==> config.mk <==
export PLATFORM = sky130hd
export DESIGN_NAME = count_ctrl
export DESIGN_NICKNAME = d
export VERILOG_FILES = /design/src/rtl/count_ctrl_pkg.sv /design/src/rtl/count_core.sv /design/src/rtl/count_ctrl.sv
export SDC_FILE = /design/constraint.sdc
export NUM_CORES = 1
export LEC_CHECK = 0
export BUFFER_PORTS_ARGS = -buffer_cell sky130_fd_sc_hd__buf_2
export CORE_MARGIN = 8
export CORE_UTILIZATION = 35
export DETAILED_ROUTE_END_ITERATION = 7
export HOLD_SLACK_MARGIN = 0.06
export PLACE_DENSITY = 0.63
export SLEW_MARGIN = 25
export SYNTH_ARGS = -nofsm -noshare
export SYNTH_HDL_FRONTEND = slang
export SYNTH_SLANG_ARGS = --single-unit
==> constraint.sdc <==
create_clock -name clk -period 2.05 [get_ports clk]
set_input_delay 0.41 -clock clk [delete_from_list [all_inputs] [get_ports clk]]
set_output_delay 0.41 -clock clk [all_outputs]
set_load 0.1 [all_outputs]
==> src/rtl/count_ctrl_pkg.sv <==
// Shared types and constants for the count_ctrl block: FSM state encoding,
// run-mode encodings and the reload-counter saturation limit.
package count_ctrl_pkg;

    typedef enum logic [1:0] {
        IDLE = 2'd0,
        LOAD = 2'd1,
        RUN  = 2'd2,
        DONE = 2'd3
    } state_t;

    localparam logic       MODE_ONESHOT = 1'b0;
    localparam logic       MODE_RELOAD  = 1'b1;
    localparam logic [3:0] RELOAD_MAX   = 4'd15;

endpackage

==> src/rtl/count_core.sv <==
// WIDTH-bit up-counter with synchronous clear and enable and an asynchronous
// active-low reset; the parent FSM decides when to clear or advance it.
module count_core #(
    parameter int WIDTH = 4
) (
    input  logic             clk,
    input  logic             reset,
    input  logic             clr,
    input  logic             en,
    output logic [WIDTH-1:0] count
);

    // NOTE: clocked state uses non-blocking (<=) so every flop samples pre-edge values.
    always_ff @(posedge clk or negedge reset) begin
        if (!reset) begin
            count <= '0;
        end else if (clr) begin
            count <= '0;
        end else if (en) begin
            count <= count + 1'b1;
        end
    end

endmodule

==> src/rtl/count_ctrl.sv <==
// Run controller: captures a terminal count and mode on start, drives a
// count_core through LOAD/RUN, and reports busy, done pulses and reload wraps.
module count_ctrl
    import count_ctrl_pkg::*;
#(
    parameter int WIDTH = 4
) (
    input  logic             clk,
    input  logic             reset,
    input  logic             start,
    input  logic             stop,
    input  logic             mode,
    input  logic [WIDTH-1:0] tc,
    output logic             busy,
    output logic             done,
    output logic [WIDTH-1:0] count,
    output logic [3:0]       reloads
);

    state_t           state;
    logic [WIDTH-1:0] tc_q;
    logic             mode_q;
    logic             core_clr;
    logic             core_en;
    logic             at_tc;

    assign at_tc = (count == tc_q);

    // Counter control is decoded from registered state only, so count itself
    // stays a pure register output.
    // NOTE: every always_comb output gets a default first, otherwise a latch is inferred.
    always_comb begin
        core_clr = 1'b0;
        core_en  = 1'b0;
        case (state)
            LOAD: core_clr = 1'b1;
            RUN: begin
                if (stop) begin
                    core_clr = 1'b1;
                end else if (at_tc) begin
                    core_clr = (mode_q == MODE_RELOAD);
                end else begin
                    core_en = 1'b1;
                end
            end
            default: ;
        endcase
    end

    count_core #(.WIDTH(WIDTH)) u_core (
        .clk   (clk),
        .reset (reset),
        .clr   (core_clr),
        .en    (core_en),
        .count (count)
    );

    always_ff @(posedge clk or negedge reset) begin
        if (!reset) begin
            state   <= IDLE;
            tc_q    <= '0;
            mode_q  <= MODE_ONESHOT;
            reloads <= '0;
            busy    <= 1'b0;
            done    <= 1'b0;
        end else begin
            done <= 1'b0;
            case (state)
                IDLE: begin
                    busy <= 1'b0;
                    if (start && !stop) begin
                        tc_q   <= tc;
                        mode_q <= mode;
                        busy   <= 1'b1;
                        state  <= LOAD;
                    end
                end
                LOAD: begin
                    reloads <= '0;
                    if (stop) begin
                        busy  <= 1'b0;
                        state <= IDLE;
                    end else begin
                        state <= RUN;
                    end
                end
                RUN: begin
                    // stop outranks reaching the terminal count
                    if (stop) begin
                        busy  <= 1'b0;
                        state <= IDLE;
                    end else if (at_tc) begin
                        done <= 1'b1;
                        if (mode_q == MODE_RELOAD) begin
                            if (reloads != RELOAD_MAX) begin
                                reloads <= reloads + 4'd1;
                            end
                        end else begin
                            busy  <= 1'b0;
                            state <= DONE;
                        end
                    end
                end
                DONE: begin
                    busy  <= 1'b0;
                    state <= IDLE;
                end
                default: state <= IDLE;
            endcase
        end
    end

endmodule

==> Word-level counts from Yosys, hierarchy flattened <==
Index checks and enable logic that the tools add are counted.
{ "word_totals": {"reg_bits": 17, "inputBits": 9, "out_inout_bits": 10, "elab_cells": 59} }
{ "classes": {"addsub": 2, "n_eq_ne": 13, "mux": 28, "n_reduce_logical": 9} }
{ "op_table": {"columns": ["op", "n"], "rows": [
  ["2-to-1 mux 4 bit", 6],
  ["2-to-1 mux 1 bit", 13],
  ["!= test 2 bit, second input constant", 6],
  ["2-to-1 mux 2 bit", 5],
  ["adder 4 x 1 -> 4 bit, second input constant", 2],
  ["case mux 2 bit (4 select lines)", 1],
  ["case mux 4 bit (2 select lines)", 1],
  ["!= test 3 bit, second input constant", 2],
  ["AND reduction 3 bit", 2],
  ["AND reduction 5 bit", 1],
  ["equality test 2 bit, second input constant", 2],
  ["equality test 4 bit", 1],
  ["!= test 4 bit, second input constant", 1],
  ["case mux 1 bit (4 select lines)", 1],
  ["nonzero test 2 bit", 2],
  ["equality test 2 x 1 -> 1 bit, second input constant", 1],
  ["logical NOT 2 bit", 1],
  ["case mux 1 bit (2 select lines)", 1],
  ["AND reduction 2 bit", 1],
  ["logical AND 1 bit", 1],
  ["logical NOT 1 bit", 1]
]} }

==> Logic depth before layout (Yosys ltp) <==
Gate-level depths: netlist of the first run.
{ "depth": {"word_depth": 6, "depth_mapped": 7, "depth_no_buf": 7} }

==> Hierarchy <==
From an unflattened synthesis of the first run, not the netlist that was laid out.
{ "unflattened": {"hier_cells": 87, "area_unflattened_um2": 924.6} }
{ "modules_own_cells": {"columns": ["module", "n_inst", "cells_per_inst", "area_each_um2", "seq_area_each_um2"], "rows": [
  ["count_ctrl", 1, 71, 732.0, 325.3],
  ["count_core", 1, 16, 192.7, 100.1]
]} }

==> Worst setup path before layout of the first run <==
OpenSTA, ideal clock, no wires.
{ "synth_path": {"path_type": "register to register", "startpoint": "register reloads[0]", "endpoint": "register reloads[0]", "setup_time_ns": 0.123, "arrival_time_ns": 1.945, "required_time_ns": 1.927, "slack_ns": -0.018, "stages_incl_launch_ff": 7, "path_buffers": 0, "period_less_slack_ns": 2.068, "cell_sequence": "dfrtp_1 > ha_1 > nand3_1 > nand3_2 > nor2_4 > xor2_1 > a22o_1"} }
{ "synth_between": {"elab_chain_cells": 6, "word_cells_on_any_way": 9, "classes_between": "1 x add/sub; 2 x eq/ne; 5 x mux; 1 x reduce/logical"} }
{ "synth_lines": {"columns": ["element", "line", "source"], "rows": [
  ["start: declaration", "count_ctrl.sv:17", "output logic [3:0] reloads"],
  ["start signal: assignment", "count_ctrl.sv:96", "reloads <= reloads + 4'd1;"],
  ["adder 4 x 1 -> 4 bit", "count_ctrl.sv:96", null],
  ["2-to-1 mux 4 bit", "count_ctrl.sv:95", "if (reloads != RELOAD_MAX) begin"],
  ["2-to-1 mux 4 bit", "count_ctrl.sv:94", "if (mode_q == MODE_RELOAD) begin"],
  ["2-to-1 mux 4 bit", "count_ctrl.sv:92", "end else if (at_tc) begin"],
  ["2-to-1 mux 4 bit", "count_ctrl.sv:89", "if (stop) begin"],
  ["case mux 4 bit (2 select lines)", "count_ctrl.sv:68", "case (state)"]
]} }
Parallel ways exist; a longest one is shown, timed or not. The select of a mux whose other input is x is not followed.
A chain may end at the register's enable or synchronous reset.

==> Final worst setup path of the first run <==
{ "layout_path": {"startpoint": "register state[0]", "endpoint": "register reloads[2]"} }
{ "layout_between": {"elab_chain_cells": 3, "word_cells_on_any_way": 9, "classes_between": "6 x eq/ne; 1 x mux; 2 x reduce/logical"} }
{ "layout_lines": {"columns": ["element", "line", "source"], "rows": [
  ["start: declaration", "count_ctrl.sv:20", "state_t state;"],
  ["start signal: assignment", "count_ctrl.sv:60", "state <= IDLE;"],
  ["start signal: assignment", "count_ctrl.sv:75", "state <= LOAD;"],
  ["start signal: assignment", "count_ctrl.sv:82", "state <= IDLE;"],
  ["equality test 2 bit or equality test 2 x 1 -> 1 bit (tied branches)", "count_ctrl.sv:68", null],
  ["!= test 2 bit (no source line) or nonzero test 2 bit (tied branches)", null, null],
  ["AND reduction 5 bit (no source line)", null, null]
]} }
Parallel ways exist; a longest one is shown, timed or not.

==> out/results.ini, run 1 <==
[flow_run]
cap_violations = 0

[synth]
ys.flop_type = dfrtp_1
ys_ff_latch = 17
synth_area_per_cell_sq_um = 11.36
synth-seq-area-share = 0.4255
synth_warnings = 0
ys_types = 31
synth_nets = 103
synthCells = 88
synth_async_sr_flop_share = 1.000
synth_edf_count = 0
netlist_area_sq_um = 999.7

[sta]
setup_viol = 0
fmax_mhz = 569.8
rsz0062_at_grt = false
period_share = 0.8562
tightestPinTransition_ns = 0.4922
setup-tns-final_ns = 0
period_minus_slack_ns = 1.755
finalMaxSlewViolations = 0
hold_violations = 0
slew_headroom = 0.6741
holdWs_ns = 0.3551
clock_skew_ns = 0.01147

[grt]
grt_pass1_vias = 698
grtUsageTotal = 0.08309
antenna_found_initial = 0
grt_max_degree = 18
grt_pass1_wl_um = 3270
grt_overflow = 0

[cts]
clk_latency_ns = 0.29
clock-root-buffer = clkbuf_4
cts_tree = done
cts.sinks = 17
numCtsBuffers = 3
cts_repair_resize_count = 0
htreeDepth = 1
cts.reportedPaths.clkPinSlew_ns = 0.11
clk_path_buf_depth = 2

[detailed_routing]
wl_um = 1960
drc = 0
vias = 711
dr.pass1.iters = 4
drt_iter0_markers = 12
wl_per_cell_um = 13.80
vias_per_cell = 5.007
ant_nets = 0

[worst_setup_path]
rrSetupSlack_ns = 0.29
worstPathMaxFanout = 6
crit_arrival_ns = 1.95
endpoint = reloads[2]
timing.rr.start = state[0]
worstSetupEndpointType = flip-flop
critPathLaunch = state[0]
start_kind = flip-flop
r2r_end = reloads[2]
critPathKind = reg -> reg
r2r_cells = 7
worstPathRequired_ns = 2.24

[floorplanning]
row_count = 19
core-area_sq_mm = 0.002734
initial_core_util = 0.3657
fp.dieH_um = 69.45
die_x_um = 69.45
io_pins = 19
die_area_sq_mm = 0.004823

[power]
comb_power_share = 0.477
p_per_area_mw_per_mm2 = 1133
seqPwrFrac = 0.386
irDropWorstVdd_mv = 0.7057
leakagePower_nw = 0.5414
swShare = 0.4438
p_switching_w = 0.0005871
power.share.clock = 0.137
p_int_w = 0.0007359

[final_layout]
n_antenna_cell = 0
nets = 127
syn2layout_area_growth_pct = 16.77
drive_gt1_frac = 0.3784

[worst_hold_path]
min_path_type = in -> reg

[run_status]
status = completed

[placed_design]
gp_congestion = 0.8130
portBuffers = 18

## cell usage after synthesis, types with 2 or more instances
cell / n / area share
inv_1: 6 / 0.023
a22o_1: 2 / 0.018
xnor2_2: 4 / 0.065
o21ai_0: 2 / 0.010
mux2i_1: 2 / 0.020
ha_1: 6 / 0.075
mux2_2: 5 / 0.056
nor3_2: 3 / 0.030
nor2_1: 8 / 0.030
nand2b_1: 2 / 0.013
nand2_1: 2 / 0.0075
xnor2_1: 4 / 0.035
dfrtp_1: 17 / 0.43
a21oi_1: 6 / 0.030
nand3_1: 3 / 0.015
## power by group through the flow
stage          Sequential (W)  Combinational [W]  Clock (W)
2_1_floorplan        0.000624           0.000401          0
6_report             0.000511           0.000631   0.000181
3_5_place_dp         0.000518           0.000626          0
3_3_place_gp         0.000516           0.000618          0
5_1_grt              0.000523           0.000684   0.000204
4_1_cts              0.000514           0.000633   0.000186
## worst min path at each step
stage | startpoint | to | depth (start not counted)
6_report | tc[0] | tc_q[0] | 2
5_1_grt | tc[3] | tc_q[3] | 2
4_1_cts | tc[0] | tc_q[0] | 2
3_5_place_dp | reset | tc_q[0] | 1
3_3_place_gp | reset | tc_q[3] | 1
2_1_floorplan | reset | busy | 0
## metrics by stage
step	std cells	utilization	total power, W	instance area [sq um]	setup WS, ns
final	142	0.4270	0.001323	1167	0.2949
after floorplan	88	-	0.001025	1002	0.004678
after global routing	142	0.4270	0.001411	1167	0.1350
after detailed placement	137	0.4137	0.001144	1131	0.2973
after CTS	142	0.4270	0.001334	1167	0.2863
after global placement	137	0.4137	0.001133	1131	0.4036
## routing by layer
metal  track usage  share of wire
met3      0.008584          0.012
met1       0.09555           0.45
met4       0.06378          0.021
met2        0.1373           0.52
met5             0              0
## kinds of logic (layout without fill, tap and decap cells)
family,count (synthesis),count (layout),share of synthesized area
multiplexers,7,7,0.07634
flip-flops,17,17,0.4255
XOR/XNOR,9,9,0.1089
buffers and inverters,6,29,0.02253
AND/OR/NAND/NOR,26,26,0.1777
AO/OA/AOI/OAI,17,17,0.1139
adder cells (fa/ha/maj),6,6,0.07509
## sequential cells by signal (all words and copies together) (netlist names)
signal	cells
state	2
busy	1
done	1
tc_q	4
u_core.count	4
reloads	4
mode_q	1
## area by class of cell
| cell class | instances | area, sq um |
|---|---|---|
| clock buffer | 4 | 26.28 |
| fill | 257 | 1567 |
| inverter | 6 | 22.52 |
| multi-input combinational | 65 | 551.8 |
| sequential | 17 | 427.9 |
| tap | 31 | 38.79 |
| timing repair buffer | 19 | 100.1 |
## layout by cell type, fill, tap and decap left out, types with 2 or more instances in the layout
master,synthesis,final
a21oi_1,6,6
a22o_1,2,2
buf_2,0,18
clkbuf_4,0,3
dfrtp_1,17,15
dfrtp_2,0,2
ha_1,6,6
inv_1,6,6
mux2_2,5,5
mux2i_1,2,2
nand2_1,2,2
nand2b_1,2,2
nand3_1,3,3
nor2_1,8,8
nor3_2,3,3
o21ai_0,2,2
xnor2_1,4,4
xnor2_2,4,4
## worst max-delay path, stage by stage, from the launching register on
cell     delay (ns)
dfrtp_1        0.41
inv_1          0.11
ha_1           0.25
and2b_1        0.22
nand3_2        0.15
nor3_2         0.17
o22ai_1        0.11
a22o_1         0.23
## repair_timing
action / CTS / global route
endpoints found under the hold margin: 17 / 0
hold buffers: 1 / 0
buffers inserted: 0 / 0
(Power assumes the default switching activity.)
==> run 2: changes to the inputs <==
--- a/config.mk
+++ b/config.mk
@@ -11,6 +11,8 @@
 export DETAILED_ROUTE_END_ITERATION = 7
 export HOLD_SLACK_MARGIN = 0.06
 export PLACE_DENSITY = 0.63
+export RECOVER_POWER = 25
+export REMOVE_ABC_BUFFERS = 1
 export SLEW_MARGIN = 25
 export SYNTH_ARGS = -nofsm -noshare
 export SYNTH_HDL_FRONTEND = slang
==> constraint.sdc (replaced) <==
create_clock -name clk -period 2.05 [get_ports clk]
set_input_delay 0.615 -clock clk [delete_from_list [all_inputs] [get_ports clk]]
set_output_delay 0.615 -clock clk [all_outputs]
set_load 0.1 [all_outputs]
==> run 2 against run 1 <==
- non-clock buffer count down 1
- total power about the same
- global-route usage down 0.095 points
- clock skew down 0.0069 ns
- clock power about the same
- sequential share of layout area up 0.22 points
- worst setup slack worse by 0.12 ns
- clock-buffer cell count unchanged
- critical endpoint is now count[0]
- register-to-register slack about the same
- flip-flop and latch count unchanged
==> out/results.ini, run 2 (synthesis results as in run 1) <==
[run_status]
status = completed  ; unchanged

[worst_setup_path]
worstPathMaxFanout = 5  ; was 6
start_kind = flip-flop  ; unchanged
path_cells = buf_2  ; was inv_1 -> ha_1 -> and2b_1 -> nand3_2 -> nor3_2 -> o22ai_1 -> a22o_1
path_depth = 1  ; was 7
worstSetupEndpointType = output port  ; was flip-flop
crit_arrival_ns = 1.26  ; was 1.95 ns
critPathSlowestCell = dfrtp_1  ; unchanged
cp.buffers_inverters = 1  ; unchanged
critical_path.top_delay_family = flip-flops  ; was simple AND/OR/NAND/NOR gates
crit_path_max_incr_delay_ns = 0.49  ; was 0.41 ns
r2r_cells = 7  ; unchanged
critPathKind = reg -> out  ; was reg -> reg
worstPathRequired_ns = 1.43  ; was 2.24 ns

[detailed_routing]
wl_um = 1953  ; was 1960 um
wl_per_cell_um = 13.85  ; was 13.80 um
ant_nets = 0  ; unchanged
vias = 704  ; was 711
drc = 0  ; unchanged
dr.pass1.iters = 4  ; unchanged
drt_iter0_markers = 19  ; was 12
vias_per_cell = 4.993  ; was 5.007

[floorplanning]
die_x_um = 69.45  ; unchanged
die_area_sq_mm = 0.004823  ; unchanged
fp.dieH_um = 69.45  ; unchanged
initial_core_util = 0.3657  ; unchanged
row_count = 19  ; unchanged
core-area_sq_mm = 0.002734  ; unchanged
io_pins = 19  ; unchanged

[final_layout]
syn2layout_area_growth_pct = 15.39  ; was 16.77%
n_antenna_cell = 0  ; unchanged
nets = 126  ; was 127
drive_gt1_frac = 0.3545  ; was 0.3784
mostFrequentLayoutCells = dfrtp_1 (17), buf_2 (17), nor2_1 (8)  ; was buf_2 (18), dfrtp_1 (15), nor2_1 (8)
final_cell_area_sq_mm = 0.001154  ; was 0.001167 sq mm
reg_top3 = reloads (4), tc_q (4), u_core.count (4)  ; unchanged

[grt]
grtUsageTotal = 0.08214  ; was 0.08309
grt_max_degree = 18  ; unchanged
grt_pass1_wl_um = 3394  ; was 3270 um
grt_overflow = 0  ; unchanged
antenna_found_initial = 0  ; unchanged
grt_pass1_vias = 749  ; was 698

[placed_design]
portBuffers = 18  ; unchanged
hpwl_um = 1589
place_area_sq_mm = 0.001129  ; was 0.001131 sq mm
gp_congestion = 0.7879  ; was 0.8130

[cts]
cts_hold_buf = 0  ; was 1
clock-root-buffer = clkbuf_4  ; unchanged
cts_repair_resize_count = 0  ; unchanged
cts_tree = done  ; unchanged
post_cts_buffers = 0  ; unchanged
clk_path_buf_depth = 2  ; unchanged
cts.reportedPaths.clkPinSlew_ns = 0.10  ; was 0.11 ns
numCtsBuffers = 3  ; unchanged
htreeDepth = 1  ; unchanged
cts.sinks = 17  ; unchanged
clk_latency_ns = 0.28  ; was 0.29 ns

[power]
swShare = 0.4465  ; was 0.4438
leakagePower_nw = 0.5377  ; was 0.5414 nW
irDropWorstVdd_mv = 0.8160  ; was 0.7057 mV
seqPwrFrac = 0.386  ; about the same
power.share.clock = 0.136  ; was 0.137
p_switching_w = 0.0005907  ; was 0.0005871 W
p_int_w = 0.0007322  ; was 0.0007359 W
comb_power_share = 0.477  ; about the same
p_per_area_mw_per_mm2 = 1147  ; was 1133 mW/mm^2

[worst_hold_path]
min_path_type = in -> async  ; was in -> reg

[sta]
holdWs_ns = 0.4208  ; was 0.3551 ns
hold_violations = 0  ; unchanged
period_minus_slack_ns = 1.871  ; was 1.755 ns
fmax_mhz = 534.4  ; was 569.8 MHz
finalMaxSlewViolations = 0  ; unchanged
slew_headroom = 0.4043  ; was 0.6741
setup_viol = 0  ; unchanged
period_share = 0.9127  ; was 0.8562
tightestPinTransition_ns = 0.8935  ; was 0.4922 ns
clock_skew_ns = 0.004584  ; was 0.01147 ns
rsz0062_at_grt = false  ; unchanged

[flow_run]
cap_violations = 0  ; unchanged

==> run 2: cell count changes in the layout (fill, tap and decap cells not counted), sizes merged <==
| cell | before | now |
|---|---|---|
| clkbuf | 4 | 5 |
| buf | 18 | 17 |
| dlygate4sd3 | 1 | 0 |
==> run 2: stage by stage <==
step | utilization | setup TNS, ns | cells | setup WS [ns] | total power (W)
6_report | 0.4220 | 0 | 141 | 0.1789 | 0.001323
3_3_place_gp | 0.4128 | 0 | 137 | 0.3142 | 0.001130
4_1_cts | 0.4224 | 0 | 141 | 0.1737 | 0.001332
2_1_floorplan | - | -0.02471 | 88 | -0.01840 | 0.001023
5_1_grt | 0.4220 | 0 | 141 | 0.1189 | 0.001407
3_5_place_dp | 0.4128 | 0 | 137 | 0.2789 | 0.001153
==> run 2: area by class of cell <==
cell class,count,area [sq um]
Multi-Input combinational cell,65,551.8
Fill cell,254,1580
Inverter,6,22.52
Timing Repair Buffer,18,88.84
Tap cell,31,38.79
Clock buffer,4,26.28
Sequential cell,17,425.4
==> run 2: power groups by stage <==
| stage | combinational [W] | clock [W] | sequential (W) |
|---|---|---|---|
| 2_1_floorplan | 0.000401 | 0 | 0.000622 |
| 3_3_place_gp | 0.000614 | 0 | 0.000516 |
| 3_5_place_dp | 0.000632 | 0 | 0.000522 |
| 4_1_cts | 0.000637 | 0.000183 | 0.000513 |
| 5_1_grt | 0.000683 | 0.000199 | 0.000525 |
| 6_report | 0.000631 | 0.000181 | 0.000511 |
==> run 2: final timing paths <==
path / from / endpoint / slack (ns)
min reg2reg: busy / busy / 0.53
max in group asynchronous: reset / u_core.count[0] / 1.09
max reg2reg: state[0] / reloads[2] / 0.30
max: u_core.count[0] / count[0] / 0.18
min in group clk: busy / busy / 0.53
min: reset / u_core.count[2] / 0.42
==> run 2: per-layer routing <==
layer / global-route usage / vias up / share of wire
li1: - / 356 / -
met1: 0.09295 / 338 / 0.45
met2: 0.1404 / 8 / 0.51
met3: 0.01574 / 2 / 0.018
met4: 0.04556 / 0 / 0.015
met5: 0 / - / 0
